--- src/rtl/psd_demod_nch.sv ---
// psd_demod_nch: N-channel sigma-delta phase-sensitive demodulator with delayed
// quadrature reference, accumulate-and-dump decimation and a valid/ready word serialiser.
module psd_demod_nch #(
  parameter int N_CH = 2,
  parameter int SIN_WIDTH = 16,
  parameter int DELAY_BITS = 5,
  parameter int DEC_BITS = 10,
  parameter int O_WIDTH = 16,
  localparam int ACC_WIDTH = SIN_WIDTH + 1 + DEC_BITS,
  localparam int CH_BITS = (N_CH > 1) ? $clog2(N_CH) : 1
) (
  input  logic                        i_clk,
  input  logic                        i_rst_n,
  input  logic                        i_en,
  input  logic [N_CH-1:0]             i_sd,
  input  logic signed [SIN_WIDTH-1:0] i_sin,
  input  logic signed [SIN_WIDTH-1:0] i_cos,
  input  logic [DELAY_BITS-1:0]       i_delay,
  output logic signed [O_WIDTH-1:0]   o_data,
  output logic [CH_BITS-1:0]          o_ch,
  output logic                        o_iq,
  output logic                        o_last,
  output logic                        o_valid,
  input  logic                        i_ready,
  output logic                        o_overrun
);
  localparam int HLEN = 2**DELAY_BITS - 1;
  localparam logic [CH_BITS:0] LAST = (CH_BITS+1)'(2*N_CH - 1);
  typedef enum logic {IDLE, SEND} state_t;
  logic signed [SIN_WIDTH-1:0] h_sin [HLEN];
  logic signed [SIN_WIDTH-1:0] h_cos [HLEN];
  logic signed [SIN_WIDTH-1:0] r_sin, r_cos;
  logic signed [SIN_WIDTH:0]   x_sin, x_cos;
  logic signed [SIN_WIDTH:0]   p_i [N_CH];
  logic signed [SIN_WIDTH:0]   p_q [N_CH];
  logic signed [ACC_WIDTH-1:0] acc_i [N_CH];
  logic signed [ACC_WIDTH-1:0] acc_q [N_CH];
  logic signed [ACC_WIDTH-1:0] sum_i [N_CH];
  logic signed [ACC_WIDTH-1:0] sum_q [N_CH];
  logic signed [O_WIDTH-1:0]   bank_i [N_CH];
  logic signed [O_WIDTH-1:0]   bank_q [N_CH];
  logic [DEC_BITS-1:0] cnt;
  logic p_last, dump_pending, load, hs, at_last, overrun_nxt;
  logic [CH_BITS:0] idx, idx_nxt;
  state_t state, state_nxt;
  // D=0 is the live reference; h_*[k-1] holds the pair from k enabled cycles ago
  assign r_sin = (i_delay == '0) ? i_sin : h_sin[i_delay - 1'b1];
  assign r_cos = (i_delay == '0) ? i_cos : h_cos[i_delay - 1'b1];
  assign x_sin = {r_sin[SIN_WIDTH-1], r_sin};
  assign x_cos = {r_cos[SIN_WIDTH-1], r_cos};
  assign load = i_en & p_last;
  always_ff @(posedge i_clk or negedge i_rst_n)
    if (!i_rst_n) begin
      for (int i = 0; i < HLEN; i++) begin
        h_sin[i] <= '0;
        h_cos[i] <= '0;
      end
    end else if (i_en) begin
      h_sin[0] <= i_sin;
      h_cos[0] <= i_cos;
      for (int i = 1; i < HLEN; i++) begin
        h_sin[i] <= h_sin[i-1];
        h_cos[i] <= h_cos[i-1];
      end
    end
  // A frame's first add must discard the previous total, already captured in the bank
  always_comb
    for (int k = 0; k < N_CH; k++) begin
      sum_i[k] = (dump_pending ? '0 : acc_i[k]) + {{DEC_BITS{p_i[k][SIN_WIDTH]}}, p_i[k]};
      sum_q[k] = (dump_pending ? '0 : acc_q[k]) + {{DEC_BITS{p_q[k][SIN_WIDTH]}}, p_q[k]};
    end
  always_ff @(posedge i_clk or negedge i_rst_n)
    if (!i_rst_n) begin
      cnt <= '0;
      p_last <= 1'b0;
      dump_pending <= 1'b0;
      for (int k = 0; k < N_CH; k++) begin
        p_i[k] <= '0;
        p_q[k] <= '0;
        acc_i[k] <= '0;
        acc_q[k] <= '0;
        bank_i[k] <= '0;
        bank_q[k] <= '0;
      end
    end else if (i_en) begin
      cnt <= cnt + 1'b1;
      p_last <= &cnt;
      dump_pending <= p_last;
      for (int k = 0; k < N_CH; k++) begin
        p_i[k] <= i_sd[k] ? x_sin : -x_sin;
        p_q[k] <= i_sd[k] ? x_cos : -x_cos;
        acc_i[k] <= sum_i[k];
        acc_q[k] <= sum_q[k];
        if (p_last) begin
          bank_i[k] <= sum_i[k][ACC_WIDTH-1 -: O_WIDTH];
          bank_q[k] <= sum_q[k][ACC_WIDTH-1 -: O_WIDTH];
        end
      end
    end
  assign o_valid = state == SEND;
  assign hs = o_valid & i_ready;
  assign at_last = idx == LAST;
  assign o_ch = idx[CH_BITS:1];
  assign o_iq = idx[0];
  assign o_last = o_valid & at_last;
  assign o_data = o_iq ? bank_q[o_ch] : bank_i[o_ch];
  always_ff @(posedge i_clk or negedge i_rst_n)
    if (!i_rst_n) begin
      state <= IDLE;
      idx <= '0;
      o_overrun <= 1'b0;
    end else begin
      state <= state_nxt;
      idx <= idx_nxt;
      o_overrun <= overrun_nxt;
    end
  // A new bank always restarts at word 0; losing undelivered words is flagged
  always_comb begin
    state_nxt = state;
    idx_nxt = idx;
    overrun_nxt = o_overrun;
    if (load) begin
      state_nxt = SEND;
      idx_nxt = '0;
      overrun_nxt = o_overrun | (o_valid & ~(hs & at_last));
    end else if (hs) begin
      state_nxt = at_last ? IDLE : SEND;
      idx_nxt = at_last ? '0 : idx + 1'b1;
    end
  end
endmodule

--- config.mk ---
export PLATFORM = sky130hd
export DESIGN_NAME = psd_demod_nch
export DESIGN_NICKNAME = d
export VERILOG_FILES = /design/src/rtl/psd_demod_nch.sv
export SDC_FILE = /design/constraint.sdc
export NUM_CORES = 2
export LEC_CHECK = 0
export ABC_AREA = 1
export ABC_CLOCK_PERIOD_IN_PS = 4000
export CAP_MARGIN = 20
export CELL_PAD_IN_SITES_DETAIL_PLACEMENT = 0
export CELL_PAD_IN_SITES_GLOBAL_PLACEMENT = 1
export CORE_ASPECT_RATIO = 1.5
export CORE_UTILIZATION = 48
export DETAILED_ROUTE_END_ITERATION = 8
export PLACE_DENSITY_LB_ADDON = 0.1
export SLEW_MARGIN = 20
export SYNTH_ARGS = -nofsm -noshare
export SYNTH_HDL_FRONTEND = slang
export SYNTH_SLANG_ARGS = --single-unit
--- constraint.sdc ---
create_clock -name i_clk -period 4 [get_ports i_clk]
set_input_delay 0.8 -clock i_clk [delete_from_list [all_inputs] [get_ports i_clk]]
set_output_delay 0.8 -clock i_clk [all_outputs]
set_load 0.01 [all_outputs]
==> flow_summary.json <==
{
  "status": "finished clean",
  "portBuffers": 63,
  "worstPathArrival_ps": 3070,
  "yosys-top-cells-area": "dfrtp_1 48%, nand2_1 16%, o21ai_0 9.8%",
  "timing.max_cap.violations": 0,
  "clock_latency_ps": 780,
  "fin_crit_sh_pct": 96.7,
  "totalPowerFinal_mw": 41.2,
  "ys_seq_area_share_pct": 48.0,
  "fin_skew_ps": 18.7,
  "dp_slack_ps": -172,
  "antenna_found_initial": 7,
  "cts-resized-gates": 0,
  "r2r_start": "dump_pending$_DFFE_PN0P_",
  "start_util_pct": 48.3,
  "cts_tree": "done",
  "slew_violations": 0,
  "dp_cells": 10300,
  "crit_chain": "inv_1, o21ai_0, o22ai_1, clkdlybuf4s50_1",
  "cp_max_fo": 22,
  "end_kind": "output pin",
  "setup_viol": 0,
  "synthArstFlopShare_pct": 100,
  "hp-class": "primary input to asynchronous set/reset pin",
  "slew_headroom_pct": 21.5,
  "p_sw_share_pct": 34.9,
  "wl_per_cell_um": 17.1,
  "synth_edf_count": 0,
  "period_minus_slack_ps": 3870,
  "worstPathRequired_ps": 3200,
  "drc": 0,
  "die_w_um": 302,
  "final_util_pct": 54.3,
  "fmax_mhz": 258,
  "reg2reg_slack_ps": 400,
  "layout.cells.non_filler": 10500,
  "synth_top_family_by_area": "simple AND/OR/NAND/NOR gates",
  "clk_pin_slew_ps": 70,
  "grt_pass1_wl_um": 291000,
  "path_buf_inv": 2,
  "pin_count": 64,
  "cts_root_buf": "clkbuf_16",
  "pwr-share-comb_pct": 30.0,
  "final_area_sq_um": 73100,
  "synth_flop_cell": "dfrtp_1",
  "cpLargestDelayFamily": "buffers and inverters",
  "ys_ff_latch": 1246,
  "path_class": "flip-flop to output pin",
  "final_net_count": 8809,
  "power_density_nw_per_um2": 564,
  "synthAdderAreaFrac_pct": 2.22,
  "seqPwrFrac_pct": 39.0,
  "gp_congestion": 0.865,
  "holdWs_ps": 54.1,
  "synth-xor-area-share_pct": 1.01,
  "hold_viol_final": 0,
  "drtIter0Drc": 3822,
  "clock_path_buffers": 3,
  "p_clk_share_pct": 30.9,
  "vias": 55300,
  "p_int_mw": 26.8,
  "grt_max_degree": 279,
  "yosys.area_share.simple_pct": 25.5,
  "reg2reg_to": "acc_q[46]$_DFFE_PN0P_",
  "power_leakage_nw": 35.6,
  "yosys_warnings": 0,
  "grt.total_usage_pct": 26.7,
  "grt_overflow": 0,
  "synth_top_cell_area_share_pct": 48.0,
  "rows": 165,
  "irDropWorstVdd_mv": 0.469,
  "fp.dieH_um": 453,
  "tightest_slew_ps": 1180,
  "slowest_stage": "clkdlybuf4s50_1",
  "syn_inst": 8688,
  "postPlaceCellArea_sq_um": 68600,
  "startpoint_type": "flip-flop",
  "avgSynthCellArea_sq_um": 7.48,
  "core_area_sq_um": 135000,
  "drive_gt1_share_pct": 6.50,
  "numCtsBuffers": 133,
  "synth_cell_types": 48,
  "ant_nets": 0,
  "p_switching_mw": 14.4,
  "cts_sinks": 1246,
  "synthesis.nets": 8844,
  "fin_ws_ps": 131,
  "crit_start": "idx[0]$_DFFE_PN0P_",
  "grt_pass1_vias": 53900,
  "htreeDepth": 4,
  "slowest_delay_ps": 620,
  "dieArea_sq_um": 137000,
  "synth_compound_area_share_pct": 13.3,
  "drt_pre_antenna_iters": 6,
  "synthMuxAreaShare_pct": 0,
  "fin_setup_tns_ps": 0,
  "post-cts-setup-buffers": 0,
  "viasPerCell": 5.26,
  "r2r_cells": 15,
  "synth.largest_area_cell": "dfrtp_1",
  "drt-total-wl_um": 179000,
  "area_delta_synth_final_pct": 12.5,
  "rsz0062_at_grt": "yes",
  "cts_hold_buf": 0,
  "syn_area_sq_um": 65000,
  "dp_hpwl_um": 119000
}
## power by group through the flow
stage	Combinational (mW)	Clock [mW]	Sequential, mW
6_report	12.4	12.8	16.1
3_5_place_dp	12.4	0	16.3
4_1_cts	12.5	13.1	16.1
3_3_place_gp	12.3	0	16.3
2_1_floorplan	8.89	0	15.9
5_1_grt	14.2	13.5	16.4
## state kept, by name, indices dropped and copies added (netlist names)
register      cells
acc_i            54
acc_q            54
bank_i           32
bank_q           32
cnt              10
dump_pending      1
h_cos           496
h_sin           496
idx               2
o_overrun         1
o_valid           1
p_i              33
p_last            1
p_q              33
## cells in the final DEF, fill, tap and decap left out, drive strengths merged, types with 31 or more instances in the layout
cell / count
nor3: 46
nor2: 332
buf: 286
dfrtp: 1246
or2: 31
nand3: 847
a21oi: 226
xor2: 43
o211ai: 73
clkdlybuf4s50: 60
inv: 1060
clkbuf: 201
ha: 109
o21ai: 1278
xnor2: 32
nand2: 2728
## area by class of cell
class	instances	area, sq um
Sequential cell	1246	31200
Fill cell	13100	61500
Clock buffer	201	4050
Clock inverter	35	430
Inverter	1057	4000
Timing Repair Buffer	346	3880
Tap cell	1753	2190
Multi-Input combinational cell	5869	27400
Antenna cell	1	2.50
## per-layer routing
metal	GRT usage (%)	up-vias	routed length (um)
met3	3.67	222	6470
li1	-	27600	-
met5	0	-	37
met4	6.24	6	3670
met1	34.7	26600	79500
met2	46.7	889	89800
## cell usage after synthesis (30+ instances only)
library cell,n
a21oi_1,226
xnor2_1,32
or2_2,30
clkbuf_1,311
nand2_1,2723
xor2_1,43
o211ai_1,72
buf_4,49
nor3_1,46
ha_1,109
nor2_1,317
buf_6,35
inv_1,1045
dfrtp_1,1246
nand3_1,837
o21ai_0,1268
buf_2,98
## cells by family after synthesis
kind of cell    Yosys count
simple gates           4025
compound gates         1656
buf+inv                1573
flops                  1246
fa+ha+maj               113
xor+xnor                 75
## how the worst max path moves through the flow
stage                          end  slack (ps)  cells after the start
6_report                 o_data[0]         130                      4
5_1_grt                  o_data[0]         -70                      4
4_1_cts                  o_data[0]          80                      4
3_5_place_dp   p_i[15]$_DFFE_PN0P_        -170                     19
3_3_place_gp   p_i[11]$_DFFE_PN0P_        -190                     20
2_1_floorplan  p_q[10]$_DFFE_PN0P_         340                     22
## worst register-to-register path, stage by stage, from the launching register on
cell and delay (ps):
dfrtp_4 660, clkinv_1 390, nand2_1 260, inv_1 60, ha_1 270, nand3_1 70, nand2_1 130, a21oi_1 140
o21ai_0 450, a21oi_1 200, o21bai_1 310, nand4_1 150, nand2_1 90, nand2_1 70, nand3_1 110, o21ai_0 100
(Power assumes the default switching activity.)
